File: config.mk
export PLATFORM = sky130hd
export DESIGN_NAME = countdown_timer
export DESIGN_NICKNAME = d
export VERILOG_FILES = /design/src/rtl/countdown_timer.sv
export SDC_FILE = /design/constraint.sdc
export NUM_CORES = 1
export LEC_CHECK = 0
export ABC_AREA = 0
export BUFFER_PORTS_ARGS = -buffer_cell sky130_fd_sc_hd__clkbuf_2
export CAP_MARGIN = 20
export CORE_AREA = 5 5 42 44
export CTS_CLUSTER_DIAMETER = 200
export DETAILED_ROUTE_END_ITERATION = 7
export DIE_AREA = 0 0 47 49
export PLACE_DENSITY_LB_ADDON = 0.1
export SYNTH_ARGS = -nofsm -noshare
export SYNTH_HDL_FRONTEND = slang
export SYNTH_SLANG_ARGS = --single-unit
export TNS_END_PERCENT = 1
File: constraint.sdc
create_clock -name clk -period 1.3 [get_ports clk]
set_input_delay 0.26 -clock clk [delete_from_list [all_inputs] [get_ports clk]]
set_output_delay 0.26 -clock clk [all_outputs]
set_load 0.01 [all_outputs]
File: src/rtl/countdown_timer.sv
// rtl/countdown_timer.sv - loadable down-counter with terminal-count pulse
// Optional periodic reload build: define COUNTDOWN_TIMER_RELOAD_EN.
module countdown_timer #(
    parameter int WIDTH = 5
) (
    input  logic             clk,
    input  logic             rst,
    input  logic             load,
    input  logic             enab,
    input  logic [WIDTH-1:0] cnt_in,
    output logic [WIDTH-1:0] cnt_out,
    output logic             busy,
    output logic             tc
);

    typedef enum logic {
        IDLE = 1'b0,
        RUN  = 1'b1
    } state_t;

    localparam logic [WIDTH-1:0] ONE  = WIDTH'(1);
    localparam logic [WIDTH-1:0] ZERO = '0;

    state_t state;

`ifdef COUNTDOWN_TIMER_RELOAD_EN
    logic [WIDTH-1:0] reload_q;

    always_ff @(posedge clk) begin
        if (!rst) begin
            reload_q <= ZERO;
        end else if (load) begin
            reload_q <= cnt_in;
        end
    end
`endif

    always_ff @(posedge clk) begin
        if (!rst) begin
            state   <= IDLE;
            cnt_out <= ZERO;
            busy    <= 1'b0;
            tc      <= 1'b0;
        end else begin
            tc <= 1'b0;
            if (load) begin
                cnt_out <= cnt_in;
                if (cnt_in != ZERO) begin
                    state <= RUN;
                    busy  <= 1'b1;
                end else begin
                    state <= IDLE;
                    busy  <= 1'b0;
                end
            end else if (state == RUN && enab) begin
                if (cnt_out > ONE) begin
                    cnt_out <= cnt_out - ONE;
                end else if (cnt_out == ONE) begin
                    tc <= 1'b1;
`ifdef COUNTDOWN_TIMER_RELOAD_EN
                    cnt_out <= reload_q;
`else
                    cnt_out <= ZERO;
                    state   <= IDLE;
                    busy    <= 1'b0;
`endif
                end else begin
                    // A zero count in RUN is unreachable; park safely without a pulse.
                    state <= IDLE;
                    busy  <= 1'b0;
                end
            end
        end
    end

endmodule
After elaboration in Yosys (flattened, before gate mapping)
Index checks and enable logic that the tools add are counted.

word-level totals
  register bits = 7
  output and inout bits = 7
  input bits = 9
  word-level logic and storage cells = 25

operators by class
  $add $sub $neg = 1
  bitwise operators = 2
  order comparisons = 1
  eq/ne operators = 2
  mux-type cells = 9
  reduce and logical (&&, ||, !) cells = 7

operator list
  operator                                                                          number
  5-bit two-way mux                                                                 4
  5-bit by 1-bit == test with 1-bit output (second input constant)                  1
  5-bit by 1-bit greater-than comparator with 1-bit output (second input constant)  1
  1-bit two-way mux                                                                 5
  5-bit nonzero test                                                                1
  5-bit by 1-bit subtractor with 5-bit output (second input constant)               1
  2-bit AND reduction                                                               2
  4-bit OR reduction                                                                1
  3-bit nonzero test                                                                1
  2-bit != test (second input constant)                                             1
  1-bit NOT                                                                         2
  2-bit nonzero test                                                                1
  1-bit logical AND                                                                 1

Longest topological paths before layout
  depth after elaboration = 5
  gate-level depth with buffers = 6

Least setup slack after synthesis
OpenSTA, ideal clock, no wires.

  path type = register -> register
  start = reg cnt_out[1]
  end = reg cnt_out[2]
  period minus slack after synthesis = 1472 ps
  stages on the path, launching flop included = 6
  arrival = 1413 ps
  setup time = 59 ps
  slack = -172 ps
  buffers on the path = 0
  required time = 1241 ps
  cell sequence = dfxtp_1 > inv_1 > ha_1 > a221o_1 > nor4_2 > a22o_1

between the ends
  cells in the longest elaborated chain, start to end = 4
  elaborated cells on any way between the ends = 8
  those cells by class = add/sub (1); order compare (1); eq/ne (1); mux (3); reduce/logical (2)

ends and longest elaborated chain
  item                                                                                                                            line    RTL
  from (decl)                                                                                                                     11      output logic [WIDTH-1:0] cnt_out,
  from (signal assigned)                                                                                                          47      cnt_out <= cnt_in;
  from (signal assigned)                                                                                                          57      cnt_out <= cnt_out - ONE;
  5-bit by 1-bit subtractor with 5-bit output / 5-bit by 1-bit greater-than comparator with 1-bit output (equally long branches)  57, 56
  5-bit two-way mux                                                                                                               56      if (cnt_out > ONE) begin
  5-bit two-way mux                                                                                                               55      end else if (state == RUN && enab) begin
  5-bit two-way mux                                                                                                               46      if (load) begin

Parallel ways exist; a longest one is shown, timed or not. The select of a mux whose other input is x is not followed.
A chain may end at the register's enable or synchronous reset.

Final worst setup path
  start = reg cnt_out[1]
  end = reg cnt_out[1]

The elaborated chain is that of the path after synthesis.

==> results.yml <==
sta:
  fmax_ghz: 0.780
  setup_viol_count_final: 0
  fin_crit_ns: 1.28
  rsz0062_at_grt: "true"
  drv_slew: 0
  relSlewSlack_pct: 80.7
  setup-tns-final_ns: 0
  tightest_slew_ns: 0.287
  hold_viol_final: 0
  min_period_over_period_pct: 98.6
  skew_ns: 0.00234
route:
  drtIter0Drc: 8
  viasPerCell: 5.44
  drc: 0
  postRouteAntennaNets: 0
  routedWlPerCell_um: 13.4
  vias: 571
  firstDrtPassIters: 4
  routed_wl_um: 1410
worst_setup_path:
  cp_slowest_cell: "dfxtp_4"
  crit_arrival_ns: 1.41
  regToRegStartpoint: "cnt_out[1]"
  r2r_slack_ns: 0.02
  cp_max_fo: 6
  crit_path_cell_trace: "inv_2, ha_4, nand3b_1, a22o_1, and4_1"
  crit_type: "flip-flop to flip-flop"
  start_kind: "flip-flop"
  slowest_delay_ns: 0.35
  critPathRequiredTime_ns: 1.43
  r2r-end: "cnt_out[1]"
  reg2regPathDepth: 5
  endpoint_kind: "flip-flop"
synth:
  ys_warn_count: 0
  synth.yosys.seq_area_share_pct: 29.4
  yosysUniqueCellTypes: 30
  synth_ff_type: "dfxtp_1"
  ys_ff_latch: 7
  syn_area_per_cell_um2: 7.69
  synth_nets: 73
  synthArstFlopShare_pct: 0
  synthCells: 62
  synth_edf_count: 0
  syn_area_um2: 477
placed_design:
  gp_congestion: 0.786
  dpl.hpwl_um: 1200
  io_buffer_count: 15
floorplan:
  die_w_um: 47
  die_y_um: 49
  num_rows: 14
  io-pin-count: 16
  design.core.area_um2: 1400
  initial_core_util_pct: 34.0
  die-area_um2: 2300
global_routing:
  grt_pass1_vias: 508
  grt_first_pass_wirelength_um: 2330
  antenna_found_initial: 0
  grt_start_max_net_pins: 10
  overflow: 0
  grtUsageTotal_pct: 13.7
pwr:
  power_uw: 656
  max-vdd-ir-drop_v: 0.000306
  power_density_nw_per_um2: 947
  p_leak_nw: 0.322
final_layout:
  drive_gt1_share_pct: 46.1
  final_util_pct: 49.5
  syn2layout_area_growth_pct: 45.4
  final_common_cell: "clkbuf_2"
  final_cell_mix: "clkbuf_2 (15), buf_4 (9), a21oi_1 (6)"
  fill_cells: 149
  antenna_cells: 0
  final_nets: 101
clock_network:
  root_buffer: "clkbuf_4"
  htreeDepth: 1
  cts_setup_buffers: 0
  clkSinkCount: 7
  clk_latency_ns: 0.25
  hold_buffers: 0
  cts_buffers: 3
  clk_path_buf_depth: 2
  tritoncts: "yes"
  clkTransAtPathRegs_ns: 0.05
worst_hold_path:
  hold_depth: 2
  worstHoldStart: "rst"
  min_to: "cnt_out[3]"
  hp-class: "input pin to flip-flop"
job:
  cap_violations: 0
run_status:
  outcome: "finished, final reports clean"
-- worst max path at each step --
stage	startpoint	endpoint	slack, ns	cells after the start
2_1_floorplan	cnt_out[1]	cnt_out[2]	0.009	5
3_3_place_gp	cnt_out[1]	cnt_out[2]	0.03	6
3_5_place_dp	cnt_out[1]	cnt_out[2]	-0.003	5
4_1_cts	cnt_out[1]	cnt_out[1]	0.02	5
5_1_grt	cnt_out[1]	cnt_out[2]	-0.03	6
6_report	cnt_out[1]	cnt_out[1]	0.02	5
-- critical path, delay by kind of cell (launching register included) --
family                   cells  cell delay, ns
flip-flops                   1            0.35
adder cells (fa/ha/maj)      1            0.17
AND/OR/NAND/NOR              2            0.38
buffers and inverters        1            0.05
AO/OA/AOI/OAI                1            0.21
-- area by class of cell --
cell class	count	area (um^2)	area share, %
Timing Repair Buffer	24	143	20.6
Tap cell	16	20.0	2.89
Clock buffer	4	26.3	3.79
Inverter	5	20.0	2.89
Sequential cell	7	146	21.1
Multi-Input combinational cell	49	338	48.7
-- cell usage after synthesis, drive strengths merged, types with 2 or more instances --
| cell | n | area [um^2] |
|---|---|---|
| a22o | 2 | 17.5 |
| nand3 | 2 | 10.0 |
| nor2 | 6 | 27.5 |
| dfxtp | 7 | 140 |
| nor3 | 5 | 30.0 |
| nand2 | 5 | 21.3 |
| nor4 | 3 | 25.0 |
| o21ai | 5 | 25.0 |
| a21oi | 6 | 30.0 |
| inv | 4 | 15.0 |
| ha | 2 | 25.0 |
| o31ai | 2 | 15.0 |
-- timing repair --
item | 4_1_cts | 5_1_grt
endpoints found under the setup margin | 1 | 5
resized for setup | 0 | 4
pin swaps | 2 | 0
-- where the power goes --
group	total (mW)	switching (mW)	internal, mW
sequential	0.251	0.0214	0.230
combinational	0.210	0.108	0.101
clock	0.196	0.0786	0.117
total	0.656	0.208	0.448
-- cell families (layout without fill, tap and decap cells) --
family / Yosys count / after routing / share of synthesized area [%]
AO/OA/AOI/OAI: 21 / 21 / 28.9
adder cells (fa/ha/maj): 2 / 2 / 5.25
buffers and inverters: 6 / 33 / 5.25
flip-flops: 7 / 7 / 29.4
AND/OR/NAND/NOR: 26 / 26 / 31.2
-- flip-flops by register name (all words and copies together), names as in the netlist --
| register | flops |
|---|---|
| state | 1 |
| cnt_out | 5 |
| tc | 1 |
-- routing by layer --
| layer | vias up | part of all wire, % | global-route usage, % |
|---|---|---|---|
| met3 | 2 | 4.6 | 0 |
| met1 | 267 | 46 | 20.0 |
| li1 | 287 | - | - |
| met5 | - | 0 | 0 |
| met2 | 15 | 48 | 19.5 |
| met4 | 0 | 1.1 | 8.29 |
-- per-stage QoR --
| step | cell area (um^2) | hold WS [ns] | setup slack [ns] | instances |
|---|---|---|---|---|
| after floorplan | 494 | 0.378 | 0.00887 | 62 |
| after global placement | 652 | 0.542 | 0.0301 | 101 |
| after detailed placement | 652 | 0.542 | -0.00320 | 101 |
| after CTS | 678 | 0.276 | 0.0173 | 105 |
| after global routing | 693 | 0.279 | -0.0327 | 105 |
| final | 693 | 0.286 | 0.0181 | 105 |
Note: power is estimated with default switching activity, not from simulation.
